===== config.mk =====
export PLATFORM = sky130hd
export DESIGN_NAME = leb128_decoder_u32
export DESIGN_NICKNAME = d
export VERILOG_FILES = /design/src/rtl/leb128_pkg.sv /design/src/rtl/leb128_decoder_u32_merge.sv /design/src/rtl/leb128_decoder_u32.sv
export SDC_FILE = /design/constraint.sdc
export NUM_CORES = 1
export LEC_CHECK = 0
export BUFFER_PORTS_ARGS = -buffer_cell sky130_fd_sc_hd__clkbuf_2
export CAP_MARGIN = 20
export CORE_UTILIZATION = 27
export DETAILED_ROUTE_END_ITERATION = 6
export PLACE_DENSITY = 0.49
export REMOVE_ABC_BUFFERS = 1
export SYNTH_ARGS = -nofsm -noshare
export SYNTH_HDL_FRONTEND = slang
export SYNTH_HIERARCHICAL = 1
export SYNTH_SLANG_ARGS = --single-unit

===== constraint.sdc =====
create_clock -name clk -period 1.4 [get_ports clk]
set_input_delay 0 -clock clk [delete_from_list [all_inputs] [get_ports clk]]
set_output_delay 0 -clock clk [all_outputs]
set_load 0.05 [all_outputs]

===== src/rtl/leb128_pkg.sv =====
// Shared LEB128 definitions.
// Holds the encoding constants, the decoder state type and a length helper
// that returns how many bytes the unsigned LEB128 encoding of a 32-bit value
// occupies (used by the packer and by verification).
package leb128_pkg;

  localparam int LEB_CONT_BIT      = 7;
  localparam int LEB_PAYLOAD_W     = 7;
  localparam int LEB_U32_MAX_BYTES = 5;

  typedef enum logic [1:0] {
    IDLE = 2'd0,
    ACC  = 2'd1,
    SKIP = 2'd2,
    EMIT = 2'd3
  } leb_state_e;

  // Number of bytes in the minimal unsigned LEB128 encoding of value.
  function automatic logic [2:0] leb128_u32_len(input logic [31:0] value);
    logic [2:0] len;
    if (value < 32'h0000_0080)      len = 3'd1;
    else if (value < 32'h0000_4000) len = 3'd2;
    else if (value < 32'h0020_0000) len = 3'd3;
    else if (value < 32'h1000_0000) len = 3'd4;
    else                            len = 3'd5;
    return len;
  endfunction

endpackage


===== src/rtl/leb128_decoder_u32_merge.sv =====
// Combinational payload merge for the u32 LEB128 decoder.
// Ports:
//   acc_i  [31:0] current accumulator
//   byte_i [7:0]  incoming encoded byte (bit 7 is ignored here)
//   cnt_i  [2:0]  number of bytes already merged (selects the 7-bit slot)
//   acc_o  [31:0] accumulator with this byte's payload ORed in
//   ovf_o         payload bits that do not fit in 32 bits were nonzero
module leb128_merge
  import leb128_pkg::*;
(
  input  logic [31:0] acc_i,
  input  logic [7:0]  byte_i,
  input  logic [2:0]  cnt_i,
  output logic [31:0] acc_o,
  output logic        ovf_o
);

  logic [LEB_PAYLOAD_W-1:0] payload;

  assign payload = byte_i[LEB_PAYLOAD_W-1:0];

  always_comb begin
    acc_o = acc_i;
    ovf_o = 1'b0;
    case (cnt_i)
      3'd0: acc_o = acc_i | {25'b0, payload};
      3'd1: acc_o = acc_i | {18'b0, payload, 7'b0};
      3'd2: acc_o = acc_i | {11'b0, payload, 14'b0};
      3'd3: acc_o = acc_i | {4'b0, payload, 21'b0};
      // Fifth group: only 4 bits remain in a 32-bit value; anything above
      // them is an overflow but the truncated value is still kept.
      3'd4: begin
        acc_o = acc_i | {payload[3:0], 28'b0};
        ovf_o = |payload[6:4];
      end
      default: acc_o = acc_i;
    endcase
  end

endmodule


===== src/rtl/leb128_decoder_u32.sv =====
// Streaming unsigned LEB128 decoder producing 32-bit values.
// One byte per cycle is accepted on the input handshake; the decoded value,
// its encoded byte count and an error flag are presented on the output
// handshake.
// Handshake rule (both sides): a transfer happens on a rising clk edge where
// valid and ready are both 1; the sender holds its payload stable while
// valid=1 and ready=0, and ready never depends combinationally on valid.
// Ports:
//   clk, rst_n            clock, asynchronous active-low reset
//   in_valid/in_ready     byte input handshake, in_byte [7]=cont, [6:0]=payload
//   out_valid/out_ready   result handshake
//   out_data  [31:0]      decoded value (truncated to 32 bits on overflow)
//   out_len   [2:0]       bytes consumed, saturating at 5
//   out_err               overflow or overlong encoding
//   dbg_state_o           current FSM state
module leb128_decoder_u32
  import leb128_pkg::*;
#(
  parameter int DATA_W    = 32,
  parameter int MAX_BYTES = LEB_U32_MAX_BYTES
) (
  input  logic              clk,
  input  logic              rst_n,
  input  logic              in_valid,
  output logic              in_ready,
  input  logic [7:0]        in_byte,
  output logic              out_valid,
  input  logic              out_ready,
  output logic [DATA_W-1:0] out_data,
  output logic [2:0]        out_len,
  output logic              out_err,
  output leb_state_e        dbg_state_o
);

  localparam logic [2:0] CNT_SAT  = 3'(MAX_BYTES);
  localparam logic [2:0] CNT_LAST = 3'(MAX_BYTES - 1);

  leb_state_e  state_q, state_d;
  logic [31:0] acc_q, acc_d;
  logic [2:0]  cnt_q, cnt_d;
  logic        err_q, err_d;

  logic [31:0] merge_acc;
  logic        merge_ovf;
  logic        accept;
  logic        cont;
  logic [2:0]  cnt_inc;

  leb128_merge u_merge (
    .acc_i  (acc_q),
    .byte_i (in_byte),
    .cnt_i  (cnt_q),
    .acc_o  (merge_acc),
    .ovf_o  (merge_ovf)
  );

  assign in_ready  = (state_q != EMIT);
  assign accept    = in_valid && in_ready;
  assign cont      = in_byte[LEB_CONT_BIT];
  assign cnt_inc   = (cnt_q == CNT_SAT) ? cnt_q : cnt_q + 3'd1;

  assign out_valid   = (state_q == EMIT);
  assign out_data    = acc_q[DATA_W-1:0];
  assign out_len     = cnt_q;
  assign out_err     = err_q;
  assign dbg_state_o = state_q;

  always_ff @(posedge clk or negedge rst_n) begin
    if (!rst_n) begin
      state_q <= IDLE;
      acc_q   <= '0;
      cnt_q   <= '0;
      err_q   <= 1'b0;
    end else begin
      state_q <= state_d;
      acc_q   <= acc_d;
      cnt_q   <= cnt_d;
      err_q   <= err_d;
    end
  end

  always_comb begin
    state_d = state_q;
    acc_d   = acc_q;
    cnt_d   = cnt_q;
    err_d   = err_q;
    case (state_q)
      IDLE, ACC: begin
        if (accept) begin
          acc_d = merge_acc;
          cnt_d = cnt_inc;
          err_d = err_q | merge_ovf;
          if (!cont) begin
            state_d = EMIT;
          end else if (cnt_q == CNT_LAST) begin
            // Continuation on the last legal byte: overlong encoding.
            err_d   = 1'b1;
            state_d = SKIP;
          end else begin
            state_d = ACC;
          end
        end
      end
      SKIP: begin
        // Drain the rest of the overlong encoding without touching acc.
        if (accept) begin
          cnt_d = cnt_inc;
          if (!cont) state_d = EMIT;
        end
      end
      EMIT: begin
        if (out_ready) begin
          acc_d   = '0;
          cnt_d   = '0;
          err_d   = 1'b0;
          state_d = IDLE;
        end
      end
      default: state_d = IDLE;
    endcase
  end

endmodule


==> results of run 1 <==
kinds of logic after synthesis:
family                   count (synthesis)  share of synthesized area
AO/OA/AOI/OAI                           73                      0.310
flip-flops                              38                      0.486
AND/OR/NAND/NOR                         29                      0.109
buffers and inverters                   14                     0.0640
adder cells (fa/ha/maj)                  3                     0.0192
multiplexers                             2                     0.0109
flip-flops by register name, summed over array words and instances (netlist names):
register     cells
out_data        32
dbg_state_o      2
out_err          1
out_len          3
Yosys cell counts, types with 2 or more instances:
| cell type | n |
|---|---|
| nand3_1 | 2 |
| nor2_1 | 3 |
| a21oi_1 | 2 |
| a21o_2 | 17 |
| a21o_1 | 8 |
| inv_1 | 4 |
| ha_1 | 3 |
| buf_8 | 3 |
| buf_6 | 4 |
| dfrtp_1 | 38 |
| nand2_1 | 7 |
| and2b_2 | 7 |
| a31o_2 | 8 |
| buf_4 | 2 |
| a22o_2 | 2 |
| a22o_1 | 30 |
| o21ai_0 | 3 |
per-layer routing:
layer,vias up,wire [um]
met5,-,0
met1,729,2490
met4,0,10
met2,55,2160
met3,2,246
li1,719,-
tightest hold or removal path: cells and delay by family:
kind	cells	cell delay, ns
AOI/OAI and AO/OA	1	0.06
and+or+nand+nor	2	0.13
buffers and inverters	1	0.10
worst paths after layout:
kind / depth (start not counted) / slack (ns) / endpoint
worst max-delay path: 5 / 0.09 / out_data[1]
worst min register to register: 1 / 0.52 / out_data[10]
worst max register to register: 5 / 0.09 / out_data[1]
min in group asynchronous: 3 / 0.30 / out_data[4]
max in group asynchronous: 3 / 0.72 / out_len[0]
worst min-delay path: 4 / 0.05 / dbg_state_o[1]
metrics by stage:
stage                      util  setup TNS, ns  instance area [um2]
after floorplan               -         -23.52                 1850
after global placement    0.335              0                 2320
after detailed placement  0.335        -0.0465                 2320
after CTS                 0.356              0                 2460
after global routing      0.358       -0.00298                 2470
final                     0.358              0                 2470
final cells by class:
type	instances	area (um2)
clock buffer	6	82.6
clock inverter	1	30.0
fill	716	4430
inverter	4	15.0
multi-input combinational	107	887
sequential	38	953
tap	96	120
timing repair buffer	65	385
what timing repair did:
item / in CTS / in global routing
endpoints found under the setup margin: 3 / 25
hold buffers: 2 / 0
resized for setup: 1 / 6
hold endpoints to repair: 39 / 0
setup buffers: 1 / 0
pin swaps: 1 / 1
==> flow_summary.toml, run 1 <==
[sta]
setup_ws_ns = 0.0853
maxClockFrequency_mhz = 761
relative_max_transition_margin = 0.672
fin_crit_sh = 0.939
min_period_ns = 1.31
maxSlewViolCount = 0
slew_worst_pin_ns = 0.492
hold_viol = 0
holdWs_ns = 0.0523
setup_viol = 0
fin_worst_skew_ns = 0.00860

[cells_and_area]
layout_common_cells = "50 x clkbuf_2, 36 x dfrtp_1, 30 x a22o_1"
finalNonFillerCells = 317
inserted_diodes = 0
fin_nets = 236
syn2layout_area_growth_pct = 26.5
mostFrequentLayoutCell = "clkbuf_2"
drive_gt1_frac = 0.520

[die]
placementRows = 30
placeableCoreArea_mm2 = 0.00691
die_w_um = 87.1
die-area_mm2 = 0.00759
initial_core_util = 0.283
design.portCount = 52
dieHeight_um = 87.1

[critical_path]
worst_ep_required_time_ns = 1.57
rr_startpoint = "out_len[1]"
critical_path.max_stage_delay_ns = 0.40
startpoint_type_of_the_worst_setup_path = "flop"
critical_path_arrival_ns = 1.49
cp_top_family = "flip-flops"
critical-path-slowest-cell = "dfrtp_1"
worst_setup_path_end_kind = "flop"
worstSetupStartpoint = "out_len[1]"
timing_worst_setup_path_type = "flop to flop"
worst-path-max-fanout = 10
critical_path.cell_chain = "buf_6, nor2_2, buf_4, a21o_2, a22o_1"
worst-path-buf-inv = 2

[grt]
grt_max_degree = 39
gr-usage-met2 = 0.195
grt_util_all_layers = 0.137
grt_pass1_vias = 1466
grt_remaining_overflow = 0
gr_met3_demand_resource = 0.0303
met1_usage = 0.209
number_of_antenna_violations_at_the_first_check_in_global_routing = 0
grt_pass1_wl_um = 7850
globalRoute.busiestLayer = "met1"

[placed_design]
place_congestion = 0.738
hpwl_um = 3280
placement.setup.worst_slack_ns = -0.0465
numPlacedInstances = 307
buffer_ports.inserted = 51

[synthesis]
area_share_of_the_leading_cell_type_in_the_synthesized_netlist = 0.486
synth.top_cells.by_area = "dfrtp_1 49%, a22o_1 13%, a21o_2 7.6%"
syn_area_per_cell_um2 = 12.3
ys_async_sr_fraction = 1.00
synth_cells = 159
synth_seq_area_share = 0.486
synth_enable_flop_cells = 0
yosys.cell_types.count = 33
synth_area_leader_cell = "dfrtp_1"
synth_warnings = 6
synth.cell_area_mm2 = 0.00196
number_of_storage_elements_in_the_synthesis_netlist = 38
synth_top_flop_cell = "dfrtp_1"

[route]
post_drt_wl_per_cell_um = 15.5
drt.antenna.violating_nets = 0
detail_route.drc_violations = 0
drt-total-wl_um = 4900
dr.first_iter.drc_count = 76
routed_via_density = 4.75
via_count = 1505
drtPass1Iterations = 4

[flow_run]
maxCapViolCount = 0

[hold_path]
min_from = "out_ready"
path_class_of_the_lowest_slack_min_delay_path = "primary input to flop"

[outcome]
status = "finished clean"

[cts]
clockRootBuffer = "clkbuf_8"
clock_sinks = 38
num_cts_buffers = 5
cts_tree = "yes"
htree_levels = 2
clock_latency_ns = 0.29
cts_max_path_buffers = 2
clkTransAtPathRegs_ns = 0.07
Power of run 1 is not shown: default switching activity piles up to over one toggle a cycle in this logic, so the estimate is an artifact.
==> run 2: changes to the inputs <==
--- a/config.mk
+++ b/config.mk
@@ -5,11 +5,12 @@
 export SDC_FILE = /design/constraint.sdc
 export NUM_CORES = 1
 export LEC_CHECK = 0
+export ABC_AREA = 1
 export BUFFER_PORTS_ARGS = -buffer_cell sky130_fd_sc_hd__clkbuf_2
 export CAP_MARGIN = 20
 export CORE_UTILIZATION = 27
 export DETAILED_ROUTE_END_ITERATION = 6
-export PLACE_DENSITY = 0.49
+export PLACE_DENSITY = 0.48
 export REMOVE_ABC_BUFFERS = 1
 export SYNTH_ARGS = -nofsm -noshare
 export SYNTH_HDL_FRONTEND = slang
==> run 2 against run 1 <==
- final area is 6.6% higher
- critical path depth is 3 lower
- non-clock buffer count is 3 lower
- worst setup slack worse by 0.010 ns
- first-iteration DRC count is 12% lower
- critical path type is now flop to output pin
==> flow_summary.toml, run 2 <==
[synthesis]
ys_async_sr_fraction = 1.00
yosys.cell_types.count = 18
synth.cell_area_mm2 = 0.00219
number_of_storage_elements_in_the_synthesis_netlist = 38
synth_warnings = 6
synth.top_cells.by_area = "dfrtp_1 43%, nand2_1 20%, nand3_1 11%"
area_share_of_the_leading_cell_type_in_the_synthesized_netlist = 0.434
synth_seq_area_share = 0.434
synth.top_cells.by_count = "117 x nand2_1, 46 x nand3_1, 41 x inv_1, 38 x dfrtp_1, 24 x nand4_1"
synth_enable_flop_cells = 0
synth_area_leader_cell = "dfrtp_1"
synth_top_flop_cell = "dfrtp_1"
synth_cells = 304
post-synth-top-count-cell = "nand2_1"
syn_area_per_cell_um2 = 7.21

[route]
via_count = 2102
drtPass1Iterations = 4
drt.antenna.violating_nets = 0
detail_route.drc_violations = 0
post_drt_wl_per_cell_um = 12.9
routed_via_density = 4.60
dr.first_iter.drc_count = 67
drt-total-wl_um = 5900

[cts]
clkTransAtPathRegs_ns = 0.08
clock_sinks = 38
htree_levels = 2
cts_tree = "yes"
cts_max_path_buffers = 2
clockRootBuffer = "clkbuf_8"
clock_latency_ns = 0.29
num_cts_buffers = 5

[power]
peakVddDrop_mv = 1.04
power_per_cell_area_mw_per_mm2 = 2620
sequentialPowerShare = 0.281
share_clk_of_total_power = 0.112
total_leakage_power_nw = 1.56
internal-power_mw = 2.95
pwr-share-comb = 0.608
switching_share_of_power = 0.572
total_switching_power_mw = 3.95

[cells_and_area]
layout_common_cells = "117 x nand2_1, 51 x clkbuf_2, 46 x nand3_1"
drive_gt1_frac = 0.223
multi_input_gate_area_in_the_final_layout_um2 = 952
fillers = 892
syn2layout_area_growth_pct = 20.4
seq_area_um2 = 953
mostFrequentLayoutCell = "nand2_1"
number_of_flip_flops_in_the_largest_register = 32
inserted_diodes = 0
fin_nets = 371
finalNonFillerCells = 457

[die]
design.portCount = 52
die-area_mm2 = 0.00848
initial_core_util = 0.281
placeableCoreArea_mm2 = 0.00781
placementRows = 32
die_w_um = 92.1
dieHeight_um = 92.1

[sta]
slew_worst_pin_ns = 0.536
relative_max_transition_margin = 0.643
min_period_ns = 1.32
holdWs_ns = 0.0583
fin_crit_sh = 0.946
fin_worst_skew_ns = 0.00524
hold_viol = 0
maxSlewViolCount = 0
grt_setup_unrepaired = "no"
maxClockFrequency_mhz = 755
setup_viol = 0
fin_setup_tns_ns = 0

[placed_design]
place_congestion = 0.790
buffer_ports.inserted = 51
numPlacedInstances = 450
hpwl_um = 3830

[grt]
grt_util_all_layers = 0.147
number_of_antenna_violations_at_the_first_check_in_global_routing = 0
grt_pass1_vias = 1902
grt_max_degree = 39
grt_remaining_overflow = 0
grt_pass1_wl_um = 9740

[critical_path]
worst_ep_required_time_ns = 1.40
critical_path.max_stage_delay_ns = 0.50
worst-path-max-fanout = 11
worst_setup_path_end_kind = "output pin"
critical_path.cell_chain = "buf_4, clkbuf_2"
worst-path-buf-inv = 2
startpoint_type_of_the_worst_setup_path = "flop"
cp_top_family = "buffers and inverters"
timing_worst_setup_path_type = "flop to output pin"
critical_path_arrival_ns = 1.32
critical-path-slowest-cell = "dfrtp_2"

[hold_path]
path_class_of_the_lowest_slack_min_delay_path = "primary input to flop"

[flow_run]
maxCapViolCount = 0

[outcome]
status = "finished clean"
==> run 2: cell count changes after synthesis, moves of 3 or more <==
cell	delta
and2b_2	-7
nand2_1	+110
a21o_2	-17
clkbuf_1	+6
nand3_1	+44
a21o_1	-8
nand2_2	+3
nand3_2	+3
nand4_1	+24
inv_1	+37
buf_8	-3
a31o_2	-8
a22o_1	-30
==> run 2: cell type report <==
type	instances	share of cell area
sequential	38	0.361
multi-input combinational	205	0.361
timing repair buffer	62	0.134
inverter	44	0.0640
tap	102	0.0484
clock buffer	6	0.0313
==> run 2: cells by family after synthesis <==
kind of cell	synth area share
DFF	0.434
AOI/OAI and AO/OA	0.00685
buffers and inverters	0.131
and+or+nand+nor	0.411
adders and majority gates	0.0171
==> run 2: worst paths after layout <==
path | start | cells after the start | slack (ns) | end
worst max-delay path | out_len[0] | 2 | 0.08 | out_len[0]
worst min-delay path | in_valid | 3 | 0.06 | out_data[4]
worst max register to register | out_len[2] | 5 | 0.12 | out_data[10]
worst min register to register | out_data[29] | 2 | 0.50 | out_data[29]
max in group asynchronous | rst_n | 3 | 0.69 | dbg_state_o[1]
min in group asynchronous | rst_n | 3 | 0.32 | out_data[27]
==> run 2: metrics by stage <==
stage / cell area [um2] / util / setup WS (ns) / power (mW)
finish: 2640 / 0.338 / 0.0753 / 6.90
floorplan: 2070 / - / -0.337 / 4.94
global route: 2640 / 0.338 / 0.00155 / 7.44
global placement: 2540 / 0.325 / 0.0923 / 6.17
detailed placement: 2540 / 0.325 / 0.0336 / 6.20
CTS: 2640 / 0.338 / 0.0576 / 7.00
==> run 2: worst min-delay path: stages <==
cell and delay, ns:
clkbuf_2 0.16, nand3_1 0.11, nand2_1 0.05
==> run 2: per-layer routing <==
metal	part of all wire	GRT usage	vias to the layer above
met5	0	0	-
met4	0.0037	0.0313	0
met2	0.46	0.234	46
met3	0.040	0.0290	2
li1	-	-	1060
met1	0.50	0.207	994
==> run 2: timing repair <==
item / in CTS / in global routing
endpoints found under the hold margin: 38 / 0
setup endpoints to repair: 1 / 2
hold buffers: 1 / 0
buffers inserted: 0 / 0
gates resized for setup: 1 / 2
==> run 2: power groups by stage <==
| stage | combinational, mW | sequential (mW) | clock, mW |
|---|---|---|---|
| 3_5_place_dp | 4.25 | 1.96 | 0 |
| 5_1_grt | 4.58 | 2.01 | 0.845 |
| 3_3_place_gp | 4.23 | 1.95 | 0 |
| 2_1_floorplan | 1.52 | 3.43 | 0 |
| 4_1_cts | 4.25 | 1.94 | 0.803 |
| 6_report | 4.19 | 1.94 | 0.771 |
No activity file was read; power rests on OpenSTA's default activity.
==> run 3: changes to the inputs <==
--- a/config.mk
+++ b/config.mk
@@ -5,12 +5,11 @@
 export SDC_FILE = /design/constraint.sdc
 export NUM_CORES = 1
 export LEC_CHECK = 0
-export ABC_AREA = 1
 export BUFFER_PORTS_ARGS = -buffer_cell sky130_fd_sc_hd__clkbuf_2
 export CAP_MARGIN = 20
 export CORE_UTILIZATION = 27
 export DETAILED_ROUTE_END_ITERATION = 6
-export PLACE_DENSITY = 0.48
+export PLACE_DENSITY = 0.5
 export REMOVE_ABC_BUFFERS = 1
 export SYNTH_ARGS = -nofsm -noshare
 export SYNTH_HDL_FRONTEND = slang
==> constraint.sdc (replaced) <==
create_clock -name clk -period 1.2 [get_ports clk]
set_input_delay 0 -clock clk [delete_from_list [all_inputs] [get_ports clk]]
set_output_delay 0 -clock clk [all_outputs]
set_load 0.05 [all_outputs]
==> run 3 against run 2 <==
- the run now ends with negative setup slack left
- clock-buffer cell count grew 1
- via count fell by 24%
- final area rose by 4.5%
- hold slack lost 0.024 ns
==> flow_summary.toml, run 3 (synthesis results as in run 1) <==
[sta]
hold_viol = 0
maxSlewViolCount = 0
grt_setup_unrepaired = "yes"
fin_crit_sh = 1.09
relative_max_transition_margin = 0.810
setup_ws_ns = -0.108
min_period_ns = 1.31
fin_worst_skew_ns = 0.00725
setup_viol = 39
maxClockFrequency_mhz = 765
slew_worst_pin_ns = 0.286

[cts]
clockRootBuffer = "clkbuf_8"
cts_tree = "yes"
htree_levels = 2
clock_sinks = 38
cts_max_path_buffers = 2
clkTransAtPathRegs_ns = 0.08
num_cts_buffers = 5
clock_latency_ns = 0.29

[grt]
grt_pass1_vias = 1540
grt_util_all_layers = 0.142
number_of_antenna_violations_at_the_first_check_in_global_routing = 0
grt_pass1_wl_um = 8160
grt_max_degree = 39
grt_remaining_overflow = 0

[cells_and_area]
mostFrequentLayoutCell = "clkbuf_2"
syn2layout_area_growth_pct = 40.9
inserted_diodes = 0
number_of_flip_flops_in_the_largest_register = 32
drive_gt1_frac = 0.598
layout_common_cells = "46 x clkbuf_2, 36 x dfrtp_1, 30 x a22o_1"
final_std_cell_area_no_fill_mm2 = 0.00276
fin_nets = 253

[die]
design.portCount = 52
placementRows = 30
placeableCoreArea_mm2 = 0.00691
dieHeight_um = 87.1
die-area_mm2 = 0.00759
die_w_um = 87.1
initial_core_util = 0.283

[route]
dr.first_iter.drc_count = 48
detail_route.drc_violations = 0
drt-total-wl_um = 5200
post_drt_wl_per_cell_um = 15.5
drt.antenna.violating_nets = 0
routed_via_density = 4.77
drtPass1Iterations = 4
via_count = 1598

[critical_path]
startpoint_type_of_the_worst_setup_path = "flop"
worst_setup_path_end_kind = "flop"
critical_path_arrival_ns = 1.49
worst-path-max-fanout = 5
worst_ep_required_time_ns = 1.38
timing_worst_setup_path_type = "flop to flop"

[placed_design]
place_congestion = 0.732
buffer_ports.inserted = 51
postPlaceCellArea_mm2 = 0.00239
hpwl_um = 3370

[outcome]
status = "complete, but fails checks"
failing_checks = "negative setup slack"

[hold_path]
path_class_of_the_lowest_slack_min_delay_path = "primary input to flop"

[flow_run]
maxCapViolCount = 0
-- run 3: critical path, cell delays in order, from the launching register on --
cell     delay, ns
dfrtp_2       0.38
buf_6         0.12
and2b_2       0.25
a31o_4        0.23
a22o_1        0.22
-- run 3: final cells by class --
class / count / area [um2]
fillers: 705 / 4150
multi-input cells: 108 / 977
flip-flops and latches: 38 / 953
repair buffers: 81 / 598
well taps: 96 / 120
clock buffers: 7 / 86.3
inverters: 4 / 15.0
clock inverters: 1 / 5.00
-- run 3: layer usage --
| metal | global-route usage | vias to the layer above | part of all wire |
|---|---|---|---|
| met4 | 0.0358 | 0 | 0.0087 |
| met5 | 0 | - | 0 |
| li1 | - | 756 | - |
| met1 | 0.194 | 794 | 0.47 |
| met3 | 0.0322 | 4 | 0.050 |
| met2 | 0.229 | 44 | 0.47 |
-- run 3: path summary, 6_finish.rpt --
path / startpoint / to / slack, ns / cells after the start
setup / recovery: out_len[2] / out_data[26] / -0.11 / 4
hold / removal: out_ready / dbg_state_o[1] / 0.03 / 4
setup reg to reg: out_len[2] / out_data[26] / -0.11 / 4
hold reg to reg: out_data[23] / out_data[23] / 0.53 / 1
max in group asynchronous: rst_n / out_len[2] / 0.78 / 3
min in group asynchronous: rst_n / out_data[11] / 0.22 / 3
-- run 3: through the flow --
stage / utilization / setup TNS, ns / setup WS, ns / std cells / hold slack [ns]
6_report: 0.399 / -2.57 / -0.108 / 335 / 0.0348
4_1_cts: 0.393 / -2.54 / -0.0963 / 335 / 0.0277
2_1_floorplan: - / -31.32 / -0.862 / 149 / -0.296
3_3_place_gp: 0.346 / -5.36 / -0.221 / 317 / -0.00785
3_5_place_dp: 0.346 / -5.25 / -0.204 / 317 / -0.00908
5_1_grt: 0.399 / -4.19 / -0.164 / 335 / 0.0533
-- run 3: timing repair --
item,4_1_cts,5_1_grt
endpoints found under the setup margin,42,43
resized for setup,38,12
hold endpoints to repair,39,0
gates cloned,1,0
buffers inserted,7,1
hold buffers,2,0
pin swaps,28,24
Power of run 3 is left out for the same reason.
